===== src/rtl/vga_timing_pkg.sv =====
// Shared types and timing constants for the VGA raster engine.
// Holds standard mode timings, FSM encoding and sizing helpers.
package vga_timing_pkg;

  typedef enum logic [1:0] {
    ST_IDLE  = 2'd0,
    ST_RUN   = 2'd1,
    ST_DRAIN = 2'd2
  } state_t;

  typedef struct packed {
    int active;
    int fp;
    int sync;
    int bp;
  } span_t;

  // 640x480@60 with a 25.175 MHz pixel clock
  localparam span_t H_640X480 = '{640, 16, 96, 48};
  localparam span_t V_640X480 = '{480, 10, 2, 33};

  // 800x600@60 with a 40 MHz pixel clock
  localparam span_t H_800X600 = '{800, 40, 128, 88};
  localparam span_t V_800X600 = '{600, 1, 4, 23};

  // Raster flags carried from the counter stage to the pins
  typedef struct packed {
    logic hs;
    logic vs;
    logic de;
    logic fs;
    logic ls;
  } raster_t;

  function automatic int span_total(
    input int act,
    input int fp,
    input int sync,
    input int bp
  );
    return act + fp + sync + bp;
  endfunction

  function automatic int fb_dim(
    input int act,
    input int sh
  );
    return act >> sh;
  endfunction

endpackage


===== src/rtl/vga_delay_line.sv =====
// Fixed-depth shift register with asynchronous reset to INIT.
// Aligns sync, enable and strobe flags with framebuffer latency.
module vga_delay_line #(
  parameter int WIDTH = 1,
  parameter int DEPTH = 1,
  parameter logic [WIDTH-1:0] INIT = '0
) (
  input  logic             clk,
  input  logic             rst_n,
  input  logic [WIDTH-1:0] d,
  output logic [WIDTH-1:0] q
);

  logic [WIDTH-1:0] sr [DEPTH];

  always_ff @(posedge clk or negedge rst_n) begin
    if (!rst_n) begin
      for (int i = 0; i < DEPTH; i++) begin
        sr[i] <= INIT;
      end
    end else begin
      sr[0] <= d;
      for (int i = 1; i < DEPTH; i++) begin
        sr[i] <= sr[i-1];
      end
    end
  end

  assign q = sr[DEPTH-1];

endmodule


===== src/rtl/vga_timing_engine.sv =====
// Parametrised VGA raster generator with downscaled framebuffer
// addressing, read-latency compensation and frame-aligned start/stop.
module vga_timing_engine
  import vga_timing_pkg::*;
#(
  parameter int H_ACTIVE = 640,
  parameter int H_FP     = 16,
  parameter int H_SYNC   = 96,
  parameter int H_BP     = 48,
  parameter int V_ACTIVE = 480,
  parameter int V_FP     = 10,
  parameter int V_SYNC   = 2,
  parameter int V_BP     = 33,
  parameter bit HS_POL   = 1'b0,
  parameter bit VS_POL   = 1'b0,
  parameter int CH_W     = 4,
  parameter int SCALE_SH = 0,
  parameter int RD_LAT   = 1,
  parameter int ADDR_W   = 19
) (
  input  logic              CLK_25_I,
  input  logic              RST_N_I,
  input  logic              ENABLE_I,
  input  logic [3*CH_W-1:0] VIDEO_PXL_I,
  output logic [CH_W-1:0]   RED_O,
  output logic [CH_W-1:0]   GREEN_O,
  output logic [CH_W-1:0]   BLUE_O,
  output logic              HSYNC_O,
  output logic              VSYNC_O,
  output logic              VIDEO_EN_O,
  output logic [ADDR_W-1:0] ADDRESS_O,
  output logic              FRAME_START_O,
  output logic              LINE_START_O,
  output logic              BUSY_O
);

  localparam int H_TOT = span_total(H_ACTIVE, H_FP, H_SYNC, H_BP);
  localparam int V_TOT = span_total(V_ACTIVE, V_FP, V_SYNC, V_BP);
  localparam int H_W   = $clog2(H_TOT);
  localparam int V_W   = $clog2(V_TOT);
  localparam int FB_W  = fb_dim(H_ACTIVE, SCALE_SH);

  localparam logic [H_W-1:0] H_LAST  = H_W'(H_TOT - 1);
  localparam logic [V_W-1:0] V_LAST  = V_W'(V_TOT - 1);
  localparam logic [H_W-1:0] H_ACT_C = H_W'(H_ACTIVE);
  localparam logic [V_W-1:0] V_ACT_C = V_W'(V_ACTIVE);
  localparam logic [H_W-1:0] HS_BEG  = H_W'(H_ACTIVE + H_FP);
  localparam logic [H_W-1:0] HS_END  = H_W'(H_ACTIVE + H_FP + H_SYNC);
  localparam logic [V_W-1:0] VS_BEG  = V_W'(V_ACTIVE + V_FP);
  localparam logic [V_W-1:0] VS_END  = V_W'(V_ACTIVE + V_FP + V_SYNC);
  localparam logic [V_W-1:0] V_MSK   = V_W'((1 << SCALE_SH) - 1);
  localparam logic [ADDR_W-1:0] FB_STEP = ADDR_W'(FB_W);

  localparam raster_t R_IDLE = '{
    hs: ~HS_POL,
    vs: ~VS_POL,
    de: 1'b0,
    fs: 1'b0,
    ls: 1'b0
  };

  state_t            state;
  logic [H_W-1:0]    h;
  logic [V_W-1:0]    v;
  logic [H_W-1:0]    col;
  logic [ADDR_W-1:0] row_base;
  logic              running;
  logic              h_end;
  logic              v_end;
  logic              frame_end;
  logic              act;
  logic              row_done;
  raster_t           r_now;
  raster_t           r_q;
  raster_t           r_out;

  assign running   = (state != ST_IDLE);
  assign h_end     = (h == H_LAST);
  assign v_end     = (v == V_LAST);
  assign frame_end = h_end && v_end;
  assign act       = running && (h < H_ACT_C) && (v < V_ACT_C);
  assign col       = h >> SCALE_SH;
  assign row_done  = h_end && (v < V_ACT_C)
                  && ((v & V_MSK) == V_MSK);

  // Stopping only takes effect at a frame boundary
  always_ff @(posedge CLK_25_I or negedge RST_N_I) begin
    if (!RST_N_I) begin
      state <= ST_IDLE;
      h     <= '0;
      v     <= '0;
    end else begin
      unique case (state)
        ST_IDLE: begin
          if (ENABLE_I) state <= ST_RUN;
        end
        ST_RUN: begin
          if (!ENABLE_I) begin
            state <= frame_end ? ST_IDLE : ST_DRAIN;
          end
        end
        ST_DRAIN: begin
          if (ENABLE_I) state <= ST_RUN;
          else if (frame_end) state <= ST_IDLE;
        end
        default: state <= ST_IDLE;
      endcase
      if (running) begin
        h <= h_end ? '0 : h + H_W'(1);
        if (h_end) begin
          v <= v_end ? '0 : v + V_W'(1);
        end
      end
    end
  end

  always_comb begin
    r_now    = R_IDLE;
    r_now.de = act;
    r_now.fs = act && (h == '0) && (v == '0);
    r_now.ls = act && (h == '0);
    if (running && (h >= HS_BEG) && (h < HS_END)) begin
      r_now.hs = HS_POL;
    end
    if (running && (v >= VS_BEG) && (v < VS_END)) begin
      r_now.vs = VS_POL;
    end
  end

  // Row base advances once per replicated group of lines
  always_ff @(posedge CLK_25_I or negedge RST_N_I) begin
    if (!RST_N_I) begin
      r_q       <= R_IDLE;
      row_base  <= '0;
      ADDRESS_O <= '0;
    end else begin
      r_q <= r_now;
      if (act) begin
        ADDRESS_O <= row_base + ADDR_W'(col);
      end
      if (frame_end) begin
        row_base <= '0;
      end else if (row_done) begin
        row_base <= row_base + FB_STEP;
      end
    end
  end

  vga_delay_line #(
    .WIDTH($bits(raster_t)),
    .DEPTH(RD_LAT),
    .INIT (R_IDLE)
  ) u_align (
    .clk  (CLK_25_I),
    .rst_n(RST_N_I),
    .d    (r_q),
    .q    (r_out)
  );

  assign HSYNC_O       = r_out.hs;
  assign VSYNC_O       = r_out.vs;
  assign VIDEO_EN_O    = r_out.de;
  assign FRAME_START_O = r_out.fs;
  assign LINE_START_O  = r_out.ls;
  assign BUSY_O        = running;

  assign RED_O   = VIDEO_EN_O ? VIDEO_PXL_I[3*CH_W-1:2*CH_W] : '0;
  assign GREEN_O = VIDEO_EN_O ? VIDEO_PXL_I[2*CH_W-1:CH_W]   : '0;
  assign BLUE_O  = VIDEO_EN_O ? VIDEO_PXL_I[CH_W-1:0]        : '0;

endmodule


===== config.mk =====
export PLATFORM = sky130hd
export DESIGN_NAME = vga_timing_engine
export DESIGN_NICKNAME = d
export VERILOG_FILES = /design/src/rtl/vga_timing_pkg.sv /design/src/rtl/vga_delay_line.sv /design/src/rtl/vga_timing_engine.sv
export SDC_FILE = /design/constraint.sdc
export NUM_CORES = 1
export LEC_CHECK = 0
export ABC_CLOCK_PERIOD_IN_PS = 2600
export CAP_MARGIN = 20
export CORE_MARGIN = 8
export CORE_UTILIZATION = 50
export DETAILED_ROUTE_END_ITERATION = 7
export MAX_ROUTING_LAYER = met4
export PLACE_DENSITY = 0.78
export SLEW_MARGIN = 20
export SYNTH_ARGS = -nofsm -noshare
export SYNTH_HDL_FRONTEND = slang
export SYNTH_SLANG_ARGS = --single-unit

===== constraint.sdc =====
create_clock -name CLK_25_I -period 2.6 [get_ports CLK_25_I]
set_input_delay 0.65 -clock CLK_25_I [delete_from_list [all_inputs] [get_ports CLK_25_I]]
set_output_delay 0.65 -clock CLK_25_I [all_outputs]
set_load 0.02 [all_outputs]

==> run summary, run 1 <==
Rows -> 28
Most frequent cells in the layout -> dfrtp_1 (59), clkdlybuf4s50_1 (50), nand2_1 (39)
Core area -> 0.005956 mm^2
Largest net degree at the start of global routing -> 64
Vias in the first global route -> 2,474
Critical path buffers and inverters -> 2
EDFF count, synth -> 0
1st-iter DRT viols -> 174
Die H -> 94.65 um
FMAX -> 0.3955 GHz
Register area share after synthesis -> 51.13%
Post-DP HPWL -> 4985 um
Tot GR Track Use -> 17.13%
First-pass GRT wire length -> 11,730 um
Slew Limit Fails -> 0
Tcrit/Tclk final -> 97.25%
Leakage -> 1.678 nW
Commonest non-fill, non-tap cell in the layout -> dfrtp_1
Fillcell total -> 470
Clock Tree Root -> clkbuf_8
Setup TNS -> 0 ps
Final Skew -> 15.26 ps
Total Die Area -> 0.008959 mm^2
Syn Inst Count -> 310
Worst-Skew Late Latency -> 350 ps
Post-DR vias/cell -> 5.753
# setup viols final -> 0
Asr flop ratio synth -> 100.0%
Drt pass-1 iters -> 4
H-tree Lvls -> 3
RSZ-0062 raised after global routing -> false
Ports -> 52
P per Cell Area -> 690.4 mW/mm^2
Port Buffer Count -> 51
Post-route setup slack -> 71.57 ps
Critical path launch point -> state[1]
TritonCTS clock tree -> yes
Worst path cell trace -> nor2_1, clkinv_1, clkdlybuf4s50_1
CTS clk-pin slew, worst paths -> 80 ps
Crit path max-delay family -> buffers and inverters
Crit Path Class -> reg -> out
Final Hold Viols -> 0
Number of remaining DRC errors -> 0
Postcts setup bufs -> 0
Post-cts sizing count -> 0
CP startpoint kind -> flip-flop
Initial antenna violation count -> 0
Initial Utilization -> 51.93%
Max Cap Viol -> 0
Yosys reg bits -> 63
DR vias -> 2,560
Mapped cell area -> 0.003093 mm^2
Layout cell share with drive strength beyond 1 -> 8.919%
Top FF cell, synth -> dfrtp_1
Drt total wl -> 6936 um
Reg2reg start -> col[0]
Slowest stage delay, CP -> 570 ps
Per-cell routed wire length -> 15.59 um
Die Wd -> 94.65 um
Syn_nets -> 333
Overall power -> 2.683 mW
Detail Route Antenna Nets -> 0
Synth cell types -> 44
Slowest cell on the critical path -> clkdlybuf4s50_1
Syn. warnings -> 0
Antenna cells -> 0
Endpoint class of the critical path -> primary output
Synth-to-layout area growth -> 25.65%
Mean area per synthesized cell -> 9.977 um^2
Hold_buf cts -> 0
Tmin final -> 2528 ps
Gr ovfl total -> 0
Worst slew pin tran -> 647.2 ps
Pre-CTS WS -> 79.51 ps
Relative slew slack -> 56.40%
TritonCTS buffer count -> 9
Clock sink count -> 63
Outcome -> complete, no violations
Crit path max fanout -> 6
Hold Path Class -> in -> async
CTS Buffer Depth -> 2
Data arrival time of the worst path -> 1880 ps
Maximum VDD drop -> 0.4354 mV
CP required -> 1950 ps
Gpl congestion -> 0.8648
Final Net Count -> 388
## cell type report
cell class              instances  area, um^2  area share [%]
flip-flops and latches         63        1582           40.70
multi-input cells             228        1426           36.70
repair buffers                 55       548.0           14.10
clock buffers                  10       137.6           3.542
well taps                      75       93.84           2.415
clock inverters                 6       68.82           1.771
inverters                       8       30.03          0.7727
## worst paths after layout
kind	endpoint	depth (start not counted)	slack (ps)
max	BUSY_O	3	70
min	ADDRESS_O[16]	2	300
max reg2reg	v[8]	5	620
min reg2reg	u_align.q[1]	0	350
max in group asynchronous	r_q[3]	2	1980
min in group CLK_25_I	u_align.q[1]	0	350
## synth_stat cells, types with 8 or more instances
cell / count / area share, %
nand4_1: 8 / 1.6
and3_1: 8 / 1.6
nand3_1: 10 / 1.6
nand2_1: 39 / 4.7
nor3_1: 8 / 1.3
and2_1: 12 / 2.4
o21ai_0: 28 / 4.5
dfrtp_1: 59 / 48
ha_1: 8 / 3.2
xnor2_1: 12 / 3.4
nor2_1: 16 / 1.9
a21oi_1: 13 / 2.1
## cells by family (layout without fill, tap and decap cells)
logic type / Yosys count / in the layout / synth area share (%)
and+or+nand+nor: 132 / 132 / 23.34
buffers and inverters: 19 / 79 / 2.751
DFF: 63 / 63 / 51.13
AOI/OAI and AO/OA: 67 / 67 / 13.27
adders and majority gates: 8 / 8 / 3.236
xor gates and xnor gates: 16 / 16 / 4.531
muxes: 5 / 5 / 1.739
## per-layer routing
layer  track usage, %  share of wire [%]  wire length (um)
met1            20.23                 43              3017
met2            26.83                 46              3205
met3            4.603                8.2               569
met4            7.672                2.1               143
met5                -                  0                 0
## registers in the layout, summed over array words and instances (netlist names)
signal	count
col	10
v	10
u_align.q	5
ADDRESS_O	19
r_q	5
state	2
row_base	12
## metrics by stage
stage,area (um^2),hold WS (ps),instances,utilization [%]
2_1_floorplan,3093,331.2,310,-
3_3_place_gp,3680,332.5,429,61.79
3_5_place_dp,3680,335.5,429,61.79
4_1_cts,3886,310.3,445,65.25
5_1_grt,3886,324.4,445,65.25
6_report,3886,296.3,445,65.25
## where the power goes
| group | switching, mW | leakage (nW) | internal, mW |
|---|---|---|---|
| clock network | 0.409 | 0.103 | 0.473 |
| registers | 0.118 | 0.835 | 1.10 |
| logic | 0.312 | 0.740 | 0.274 |
| total | 0.840 | 1.68 | 1.84 |
Note: power is estimated with default switching activity, not from simulation.
==> run 2: changes to the inputs <==
Settings changed: HOLD_SLACK_MARGIN set to 0.15.
==> results of run 2 <==
No change in the layout: final DEF, timing and power equal those of run 1.
==> run 3: changes to the inputs <==
Settings changed: CORE_MARGIN 8 to 5.
==> run summary, run 3 (same netlist as run 1, synthesis figures left out) <==
Commonest non-fill, non-tap cell in the layout -> dfrtp_1
Port Buffer Count -> 51 (unchanged)
Max Cap Viol -> 0 (unchanged)
Crit path max fanout -> 1 (-5)
Slew Limit Fails -> 0 (unchanged)
Relative slew slack -> 54.12% (-2.3 points)
Top flop regs -> ADDRESS_O: 19 flops, row_base: 12 flops
Die H -> 88.65 um (-6.3%)
Fin area -> 0.003866 mm^2 (-0.52%)
Drt total wl -> 6716 um (-3.2%)
Layout cell share with drive strength beyond 1 -> 9.189% (+0.27 points)
Flip-flop count of the largest register after layout -> 19 (unchanged)
Worst slew pin tran -> 685.7 ps (+38.51 ps)
Crit Path Class -> in -> out
First-pass GRT wire length -> 11,410 um (-2.8%)
Clock Tree Root -> clkbuf_8
Synth-to-layout area growth -> 25.00%
Met2 wire len -> 3195 um (-0.31%)
Die Wd -> 88.65 um (-6.3%)
Detail Route Antenna Nets -> 0 (unchanged)
Cell Area, Placed -> 0.003667 mm^2 (-0.34%)
CP required -> 1950 ps (about the same)
Final Hold Viols -> 0 (unchanged)
P per Cell Area -> 680.4 mW/mm^2 (-1.5%)
Initial antenna violation count -> 0 (unchanged)
Antenna cells -> 0 (unchanged)
Post-DP HPWL -> 4959 um (-0.52%)
Postcts setup bufs -> 0 (unchanged)
Final Skew -> 9.094 ps (-6.170 ps)
Slowest stage delay, CP -> 610 ps (+40 ps)
Tcrit/Tclk final -> 96.47% (-0.78 points)
Most frequent CP cell -> clkdlybuf4s50_1
Largest net degree at the start of global routing -> 27 (-58%)
DR vias -> 2,551 (-0.35%)
Final Net Count -> 388 (unchanged)
TritonCTS clock tree -> yes
Data arrival time of the worst path -> 1860 ps (-20 ps)
Maximum VDD drop -> 0.5109 mV (+17%)
Vias in the first global route -> 2,459 (-0.61%)
H-tree Lvls -> 3 (unchanged)
Clock sink count -> 63 (unchanged)
# setup viols final -> 0 (unchanged)
CTS Buffer Depth -> 2 (unchanged)
Initial Utilization -> 51.93% (unchanged)
Tot GR Track Use -> 19.44% (+2.3 points)
Top sig layer -> met4
Most frequent cells in the layout -> dfrtp_1 (59), clkdlybuf4s50_1 (50), nand2_1 (39)
Tmin final -> 2508 ps (-20.28 ps)
Worst path cell trace -> clkdlybuf4s50_1, and2_1, clkdlybuf4s50_1
Leakage -> 1.665 nW (-0.74%)
Worst-Skew Late Latency -> 340 ps (about the same)
Hold Path Class -> in -> async
Total Die Area -> 0.007859 mm^2 (-12%)
1st-iter DRT viols -> 75 (-57%)
Setup TNS -> 0 ps (unchanged)
Routed wl met3 -> 499 um (-12%)
TritonCTS buffer count -> 9 (unchanged)
CTS clk-pin slew, worst paths -> 70 ps (about the same)
Drt pass-1 iters -> 4 (unchanged)
Post-DR vias/cell -> 5.733 (-0.35%)
RSZ-0062 raised after global routing -> false
Core area -> 0.005956 mm^2 (unchanged)
Slowest cell on the critical path -> clkdlybuf4s50_1
FMAX -> 0.3987 GHz (+0.81%)
Gr ovfl total -> 0 (unchanged)
Largest Register -> ADDRESS_O
Gpl congestion -> 0.8683 (+0.40%)
Rows -> 28 (unchanged)
Ports -> 52 (unchanged)
Outcome -> complete, no violations
CP startpoint kind -> input pin
Number of remaining DRC errors -> 0 (unchanged)
Per-cell routed wire length -> 15.09 um (-3.2%)
Metal1 wirelength -> 2898 um (-3.9%)
Endpoint class of the critical path -> primary output
==> run 3: critical path, delay by kind of cell <==
family	cells	cell delay, ps
buf+inv	2	1070
simple gates	1	140
==> run 3: worst paths after layout <==
kind,slack (ps),to,depth (start not counted),start
worst max-delay path,90,GREEN_O[3],3,VIDEO_PXL_I[7]
worst min-delay path,270,row_base[12],1,RST_N_I
worst max register to register,470,state[1],4,v[4]
worst min register to register,350,u_align.q[2],0,r_q[2]
max in group asynchronous,1560,u_align.q[4],2,RST_N_I
min in group CLK_25_I,350,u_align.q[2],0,r_q[2]
==> run 3: routing by layer <==
metal  vias to the layer above  GRT usage, %
li1                       1237             -
met1                      1233         23.81
met2                        69         30.84
met3                        12         4.376
met4                         0         8.379
met5                         -             -
==> run 3: timing repair <==
item                       in CTS  in global routing
hold endpoints to repair        0                  0
hold buffers                    0                  0
resized for setup               0                  1
setup endpoints to repair       0                  1
==> run 3: layout make-up <==
class / count / area, um^2
inverter: 8 / 30.03
tap: 75 / 93.84
clock buffer: 9 / 123.9
fill: 484 / 2090
timing repair buffer: 55 / 535.5
clock inverter: 7 / 72.57
multi-input combinational: 228 / 1429
sequential: 63 / 1582
==> run 3: stage by stage <==
| step | power, mW | setup slack, ps | utilization [%] | hold slack [ps] | std cells |
|---|---|---|---|---|---|
| 6_report | 2.631 | 91.86 | 64.92 | 274.2 | 445 |
| 5_1_grt | 2.778 | 45.23 | 64.92 | 295.2 | 445 |
| 4_1_cts | 2.649 | 81.54 | 64.87 | 282.2 | 445 |
| 3_5_place_dp | 1.816 | 80.63 | 61.58 | 337.1 | 429 |
| 3_3_place_gp | 1.796 | 107.9 | 61.58 | 332.7 | 429 |
| 2_1_floorplan | 1.547 | 856.1 | - | 331.2 | 310 |
==> run 3: power by group <==
group          internal (mW)  switching [mW]
Combinational          0.274           0.305
Sequential              1.10           0.119
Clock                  0.443           0.393
